## src/rtl/rssb_run_sequencer_if.sv

```systemverilog
// Run-control bundle between the RSSB sequencer and host, CPU and data memory.
// The sequencer takes the master view; the surrounding system takes the slave view.
interface rssb_run_sequencer_if #(
  parameter int DW = 1,
  parameter int AW = 5
);
  logic          start;
  logic [DW-1:0] op_a;
  logic [DW-1:0] op_b;
  logic          ph0;
  logic          ph1;
  logic          ph2;
  logic          cpu_rst_n;
  logic          cpu_halt;
  logic          mem_we;
  logic [AW-1:0] mem_addr;
  logic [DW-1:0] mem_wdata;
  logic [DW-1:0] mem_rdata;
  logic          busy;
  logic          done;
  logic [1:0]    result;
  logic          timeout;

  modport master (
    input  start, op_a, op_b,
    input  cpu_halt, mem_rdata,
    output ph0, ph1, ph2, cpu_rst_n,
    output mem_we, mem_addr, mem_wdata,
    output busy, done, result, timeout
  );

  modport slave (
    output start, op_a, op_b,
    output cpu_halt, mem_rdata,
    input  ph0, ph1, ph2, cpu_rst_n,
    input  mem_we, mem_addr, mem_wdata,
    input  busy, done, result, timeout
  );
endinterface

```

## src/rtl/rssb_run_sequencer.sv

```systemverilog
// RSSB run sequencer: phase enables, operand load, CPU reset/halt watch,
// flag readback and result decode.
module rssb_run_sequencer #(
  parameter int DW      = 1,
  parameter int AW      = 5,
  parameter int TIMEOUT = 4096
) (
  input logic                  clk,
  input logic                  rst,
  rssb_run_sequencer_if.master bus
);

  typedef enum logic [2:0] {
    IDLE, LOAD, RSTP, RUN, READ, DONE
  } state_e;

  state_e        state_q;
  logic [2:0]    cnt_q;
  logic          ph0_q;
  logic          ph1_q;
  logic          ph2_q;
  logic          crn_q;
  logic          we_q;
  logic [AW-1:0] addr_q;
  logic [DW-1:0] wdata_q;
  logic [DW-1:0] opb_q;
  logic          busy_q;
  logic          done_q;
  logic [1:0]    res_q;
  logic          to_q;
  logic [12:0]   ph1c_q;
  logic [12:0]   ph1c_d;
  logic          hs_q;
  logic [1:0]    rd_q;
  logic          f2_q;
  logic          f3_q;
  logic [2:0]    fl;
  logic [1:0]    res_dec;

  assign ph1c_d = ph1c_q + 13'd1;

  // Flag f4 is taken straight off the read port on the last READ cycle.
  assign fl = {f2_q, f3_q, bus.mem_rdata[0]};

  always_comb begin
    res_dec = 2'b00;
    unique case (1'b1)
      fl == 3'b100: res_dec = 2'b01;
      fl == 3'b010: res_dec = 2'b10;
      fl == 3'b001: res_dec = 2'b11;
      default:      res_dec = 2'b00;
    endcase
  end

  always_ff @(posedge clk) begin
    if (rst) begin
      cnt_q <= 3'd0;
      ph0_q <= 1'b0;
      ph1_q <= 1'b0;
      ph2_q <= 1'b0;
    end else begin
      cnt_q <= cnt_q + 3'd1;
      ph0_q <= (cnt_q == 3'd3);
      ph1_q <= (cnt_q == 3'd5);
      ph2_q <= (cnt_q == 3'd7);
    end
  end

  always_ff @(posedge clk) begin
    if (rst) begin
      state_q <= IDLE;
      crn_q   <= 1'b0;
      we_q    <= 1'b0;
      addr_q  <= '0;
      wdata_q <= '0;
      opb_q   <= '0;
      busy_q  <= 1'b0;
      done_q  <= 1'b0;
      res_q   <= 2'b00;
      to_q    <= 1'b0;
      ph1c_q  <= '0;
      hs_q    <= 1'b0;
      rd_q    <= 2'd0;
      f2_q    <= 1'b0;
      f3_q    <= 1'b0;
    end else begin
      done_q <= 1'b0;
      unique case (state_q)
        IDLE: begin
          if (bus.start) begin
            opb_q   <= bus.op_b;
            busy_q  <= 1'b1;
            res_q   <= 2'b00;
            to_q    <= 1'b0;
            we_q    <= 1'b1;
            addr_q  <= '0;
            wdata_q <= bus.op_a;
            state_q <= LOAD;
          end
        end
        LOAD: begin
          if (addr_q == AW'(4)) begin
            we_q    <= 1'b0;
            addr_q  <= '0;
            wdata_q <= '0;
            state_q <= RSTP;
          end else begin
            addr_q  <= addr_q + AW'(1);
            wdata_q <= (addr_q == '0) ? opb_q : '0;
          end
        end
        RSTP: begin
          if (ph1_q) begin
            crn_q   <= 1'b1;
            ph1c_q  <= '0;
            hs_q    <= 1'b0;
            state_q <= RUN;
          end
        end
        RUN: begin
          if (ph1_q) begin
            ph1c_q <= ph1c_d;
            hs_q   <= bus.cpu_halt;
            // Halt must be seen on two consecutive ph1 samples.
            if (bus.cpu_halt && hs_q) begin
              crn_q   <= 1'b0;
              addr_q  <= AW'(2);
              rd_q    <= 2'd0;
              state_q <= READ;
            end else if (ph1c_d == 13'(TIMEOUT)) begin
              crn_q   <= 1'b0;
              done_q  <= 1'b1;
              res_q   <= 2'b00;
              to_q    <= 1'b1;
              state_q <= DONE;
            end
          end
        end
        READ: begin
          rd_q <= rd_q + 2'd1;
          unique case (rd_q)
            2'd0: addr_q <= AW'(3);
            2'd1: begin
              addr_q <= AW'(4);
              f2_q   <= bus.mem_rdata[0];
            end
            2'd2: begin
              addr_q <= '0;
              f3_q   <= bus.mem_rdata[0];
            end
            2'd3: begin
              done_q  <= 1'b1;
              res_q   <= res_dec;
              state_q <= DONE;
            end
            default: rd_q <= 2'd0;
          endcase
        end
        DONE: begin
          busy_q  <= 1'b0;
          state_q <= IDLE;
        end
        default: state_q <= IDLE;
      endcase
    end
  end

  assign bus.ph0       = ph0_q;
  assign bus.ph1       = ph1_q;
  assign bus.ph2       = ph2_q;
  assign bus.cpu_rst_n = crn_q;
  assign bus.mem_we    = we_q;
  assign bus.mem_addr  = addr_q;
  assign bus.mem_wdata = wdata_q;
  assign bus.busy      = busy_q;
  assign bus.done      = done_q;
  assign bus.result    = res_q;
  assign bus.timeout   = to_q;

endmodule

```

## src/flat_wrapper.sv

```systemverilog
// flat-port wrapper written by rule: the top's interface ports become plain ports
module rssb_run_sequencer_flat 
#(
  parameter int DW      = 1,
  parameter int AW      = 5,
  parameter int TIMEOUT = 4096
)
  (clk, rst, bus_start, bus_op_a, bus_op_b, bus_cpu_halt, bus_mem_rdata, bus_ph0, bus_ph1, bus_ph2, bus_cpu_rst_n, bus_mem_we, bus_mem_addr, bus_mem_wdata, bus_busy, bus_done, bus_result, bus_timeout);
  rssb_run_sequencer_if #(.DW(DW), .AW(AW)) bus_i ();
  input logic clk;
  input logic rst;
  input wire logic [$bits(bus_i.start)-1:0] bus_start;
  input wire logic [$bits(bus_i.op_a)-1:0] bus_op_a;
  input wire logic [$bits(bus_i.op_b)-1:0] bus_op_b;
  input wire logic [$bits(bus_i.cpu_halt)-1:0] bus_cpu_halt;
  input wire logic [$bits(bus_i.mem_rdata)-1:0] bus_mem_rdata;
  output wire logic [$bits(bus_i.ph0)-1:0] bus_ph0;
  output wire logic [$bits(bus_i.ph1)-1:0] bus_ph1;
  output wire logic [$bits(bus_i.ph2)-1:0] bus_ph2;
  output wire logic [$bits(bus_i.cpu_rst_n)-1:0] bus_cpu_rst_n;
  output wire logic [$bits(bus_i.mem_we)-1:0] bus_mem_we;
  output wire logic [$bits(bus_i.mem_addr)-1:0] bus_mem_addr;
  output wire logic [$bits(bus_i.mem_wdata)-1:0] bus_mem_wdata;
  output wire logic [$bits(bus_i.busy)-1:0] bus_busy;
  output wire logic [$bits(bus_i.done)-1:0] bus_done;
  output wire logic [$bits(bus_i.result)-1:0] bus_result;
  output wire logic [$bits(bus_i.timeout)-1:0] bus_timeout;
  assign bus_i.start = bus_start;
  assign bus_i.op_a = bus_op_a;
  assign bus_i.op_b = bus_op_b;
  assign bus_i.cpu_halt = bus_cpu_halt;
  assign bus_i.mem_rdata = bus_mem_rdata;
  assign bus_ph0 = bus_i.ph0;
  assign bus_ph1 = bus_i.ph1;
  assign bus_ph2 = bus_i.ph2;
  assign bus_cpu_rst_n = bus_i.cpu_rst_n;
  assign bus_mem_we = bus_i.mem_we;
  assign bus_mem_addr = bus_i.mem_addr;
  assign bus_mem_wdata = bus_i.mem_wdata;
  assign bus_busy = bus_i.busy;
  assign bus_done = bus_i.done;
  assign bus_result = bus_i.result;
  assign bus_timeout = bus_i.timeout;
  rssb_run_sequencer #(.DW(DW), .AW(AW), .TIMEOUT(TIMEOUT)) u_core (.clk(clk), .rst(rst), .bus(bus_i));
endmodule
```

## config.mk

```make
export PLATFORM = sky130hd
export DESIGN_NAME = rssb_run_sequencer_flat
export DESIGN_NICKNAME = d
export VERILOG_FILES = /design/src/rtl/rssb_run_sequencer_if.sv /design/src/rtl/rssb_run_sequencer.sv /design/src/flat_wrapper.sv
export SDC_FILE = /design/constraint.sdc
export NUM_CORES = 1
export LEC_CHECK = 0
export BUFFER_PORTS_ARGS = -buffer_cell sky130_fd_sc_hd__buf_2
export CAP_MARGIN = 20
export CORE_MARGIN = 4
export CORE_UTILIZATION = 61
export DETAILED_ROUTE_END_ITERATION = 6
export HOLD_SLACK_MARGIN = 0.1
export PLACE_DENSITY = 0.82
export SLEW_MARGIN = 10
export SYNTH_ARGS = -nofsm -noshare
export SYNTH_HDL_FRONTEND = slang
export SYNTH_SLANG_ARGS = --single-unit
```

## constraint.sdc

```tcl
create_clock -name clk -period 6.3 [get_ports clk]
set_input_delay 0 -clock clk [delete_from_list [all_inputs] [get_ports clk]]
set_output_delay 0 -clock clk [all_outputs]
set_load 0.005 [all_outputs]
```

==> results.py <==
metrics = {
    "die": {
        "coreArea_mm2": 0.00369,
        "die_h_um": 69.8,
        "num_io_pins": 23,
        "fp-row-count": 22,
        "start_util_pct": 63.1,
        "die_w_um": 69.8,
        "die_area_mm2": 0.00487,
    },
    "synth": {
        "synth_seq_cells": 41,
        "synth_edf_count": 0,
        "ys_top_cells_by_area": "dfxtp_1 35%, ha_1 6.4%, nor2_1 6.4%",
        "netlist_area_mm2": 0.00233,
        "ys.flop_type": "dfxtp_1",
        "synthAdderAreaFrac_pct": 6.45,
        "yosys.area.top_type": "dfxtp_1",
        "yosys.area_share.simple_pct": 27.9,
        "yosysMostFrequentCell": "dfxtp_1",
        "synth_top_family_by_area": "simple AND/OR/NAND/NOR gates",
        "synthArstFlopShare_pct": 0,
        "synth.area.mux_share_pct": 3.49,
        "yosys_warnings": 0,
        "synthTopCellsByCount": "41 x dfxtp_1, 40 x nor2_1, 30 x nand2_1",
        "ys_types": 53,
        "synthCells": 296,
        "synth_compound_area_share_pct": 19.7,
        "ys_seq_area_share_pct": 35.2,
        "synth_top_area_share_pct": 35.2,
        "avgSynthCellArea_um2": 7.87,
        "synthXorXnorAreaFrac_pct": 1.83,
        "syn-num-nets": 315,
    },
    "drt": {
        "drt_pass1_iterations": 4,
        "vias_per_cell": 5.85,
        "drt_iter0_markers": 141,
        "via_count": 2113,
        "drc_errors": 0,
        "wire_per_inst_um": 14.3,
        "ant_nets": 0,
        "finalWirelength_mm": 5.16,
    },
    "global_routing": {
        "grt_pass1_wl_mm": 8.51,
        "track_usage_pct": 21.1,
        "grt_max_degree": 40,
        "grt_pass1_vias": 1835,
        "overflow": 0,
        "antenna_found_initial": 0,
    },
    "clocking": {
        "clk_latency_ns": 0.30,
        "postCtsSetupBuffers": 0,
        "cts_tree": "yes",
        "clkSinkCount": 41,
        "cts-root-buf": "clkbuf_8",
        "htree_levels": 2,
        "clk_pin_slew_ns": 0.08,
        "cts_buffers": 5,
        "clockBufferDepth": 2,
    },
    "power_and_ir_drop": {
        "power_density_mw_per_mm2": 218,
        "ir_worst_vdd_mv": 0.175,
        "swShare_pct": 24.7,
        "internal_power_uw": 425,
        "p_comb_share_pct": 11.4,
        "switchingPower_uw": 139,
        "pwr-share-seq_pct": 49.9,
        "power.share.clock_pct": 38.7,
        "power_uw": 564,
        "leakage_nw": 1.01,
    },
    "final_layout": {
        "fin_util_pct": 69.9,
        "num-nets-final": 331,
        "nFillCells": 306,
        "antenna-diode-count": 0,
        "stdcell_count": 361,
        "layout-drive-gt1-share_pct": 12.8,
        "syn_to_final_growth_pct": 10.8,
        "stdcell_area_mm2": 0.00258,
    },
    "sta": {
        "layout_setup_ws_ns": 3.72,
        "report.final.slew_viol_count": 0,
        "fin_hold_ws_ns": 0.192,
        "finalCritPeriodShare_pct": 41.0,
        "relSlewSlack_pct": 42.0,
        "fmax_ghz": 0.387,
        "rsz0062_at_grt": "no",
        "period_needed_ns": 2.58,
        "worst_slew_pin_slew_ns": 0.868,
        "finalSetupViolCount": 0,
        "hold_violations": 0,
        "skew_ns": 0.0135,
        "fin_setup_tns_ns": 0,
    },
    "worst_setup_path": {
        "cp_num_buf_inv": 0,
        "worst-path-max-fanout": 26,
        "critPathLaunchType": "register",
        "arrival_ns": 2.81,
        "r2r_cells": 6,
        "cp.depth": 6,
        "crit_family": "compound AO/OA/AOI/OAI gates",
        "crit_chain": "nand3b_1, a21oi_1, o21a_1, nand4_1, o21ai_0, mux2i_1",
        "critPathCaptureType": "register",
        "crit_path_max_incr_delay_ns": 0.90,
        "slowest_stage": "dfxtp_1",
        "cp.required_ns": 6.53,
        "path_class": "reg2reg",
    },
    "placed_design": {
        "dp_hpwl_mm": 3.50,
        "place.gp.congestion": 0.846,
        "placed_cells": 349,
        "dp_slack_ns": 3.79,
        "placed_area_mm2": 0.00242,
        "port_buffers": 22,
    },
    "min_path": {
        "hold_path.class": "in2reg",
        "hold_depth": 5,
    },
    "run_status": {
        "status": "complete, no violations",
    },
    "job": {
        "drv_cap": 0,
    },
}
## final cells by class
cell class,instances,area (µm²),share of cell area (%)
Tap cell,48,60.1,2.33
Clock inverter,1,30.0,1.16
Inverter,13,48.8,1.89
Timing Repair Buffer,26,150,5.82
Clock buffer,7,86.3,3.35
Multi-Input combinational cell,225,1380,53.6
Sequential cell,41,821,31.8
## cells in the final DEF, fill, tap and decap left out, drive strengths merged, types with 5 or more instances in the layout
cell    netlist  routed
clkbuf       12       7
dfxtp        41      41
a21oi        27      27
inv          13      13
ha           12      12
buf           5      22
nor3         13      13
o21ai        15      15
mux2i         7       7
a311oi        5       5
nor2         40      40
nand3        14      14
nand2        30      30
or3           7       7
## sequential cells by signal, summed over array words and instances, names as in the netlist
signal,count
u_core.bus.busy,1
u_core.bus.cpu_rst_n,1
u_core.bus.done,1
u_core.bus.mem_addr,5
u_core.bus.mem_wdata,1
u_core.bus.mem_we,1
u_core.bus.ph0,1
u_core.bus.ph1,1
u_core.bus.ph2,1
u_core.bus.result,2
u_core.bus.timeout,1
u_core.cnt_q,3
u_core.f2_q,1
u_core.f3_q,1
u_core.hs_q,1
u_core.opb_q,1
u_core.ph1c_q,13
u_core.rd_q,2
u_core.state_q,3
## per-layer routing
metal	vias to the layer above	track usage, %	part of all wire [%]
li1	1079	-	-
met1	969	27.5	45
met2	56	34.5	48
met3	9	4.20	5.4
met4	0	7.66	1.8
met5	-	0	0
## power groups by stage
stage	clock network, mW	logic (mW)	registers, mW
after floorplan	0	0.0529	0.278
after global placement	0	0.0593	0.286
after detailed placement	0	0.0615	0.287
after CTS	0.224	0.0640	0.281
after global routing	0.234	0.0710	0.283
final	0.218	0.0640	0.281
## worst paths after layout
path,start,to,slack (ns)
max,u_core.state_q[0],u_core.bus.result[1],3.72
min,bus_start,u_core.bus.busy,0.19
min reg2reg,u_core.bus.result[0],u_core.bus.result[0],0.46
max reg2reg,u_core.state_q[0],u_core.bus.result[1],3.72
## cells by family after synthesis
| family | count (synthesis) |
|---|---|
| AOI/OAI and AO/OA | 71 |
| xor gates and xnor gates | 4 |
| adders and majority gates | 12 |
| buffers and inverters | 30 |
| DFF | 41 |
| muxes | 8 |
| and+or+nand+nor | 130 |
## worst min-delay path: cells and delay by family
family | cells | cell delay (ns)
buffers and inverters | 1 | 0.10
AND/OR/NAND/NOR | 2 | 0.15
AO/OA/AOI/OAI | 2 | 0.20
## repair_timing
action / 4_1_cts / 5_1_grt
gates resized for setup: 0 / 0
hold buffers: 4 / 0
hold endpoints to repair: 5 / 0
(Power assumes the default switching activity.)
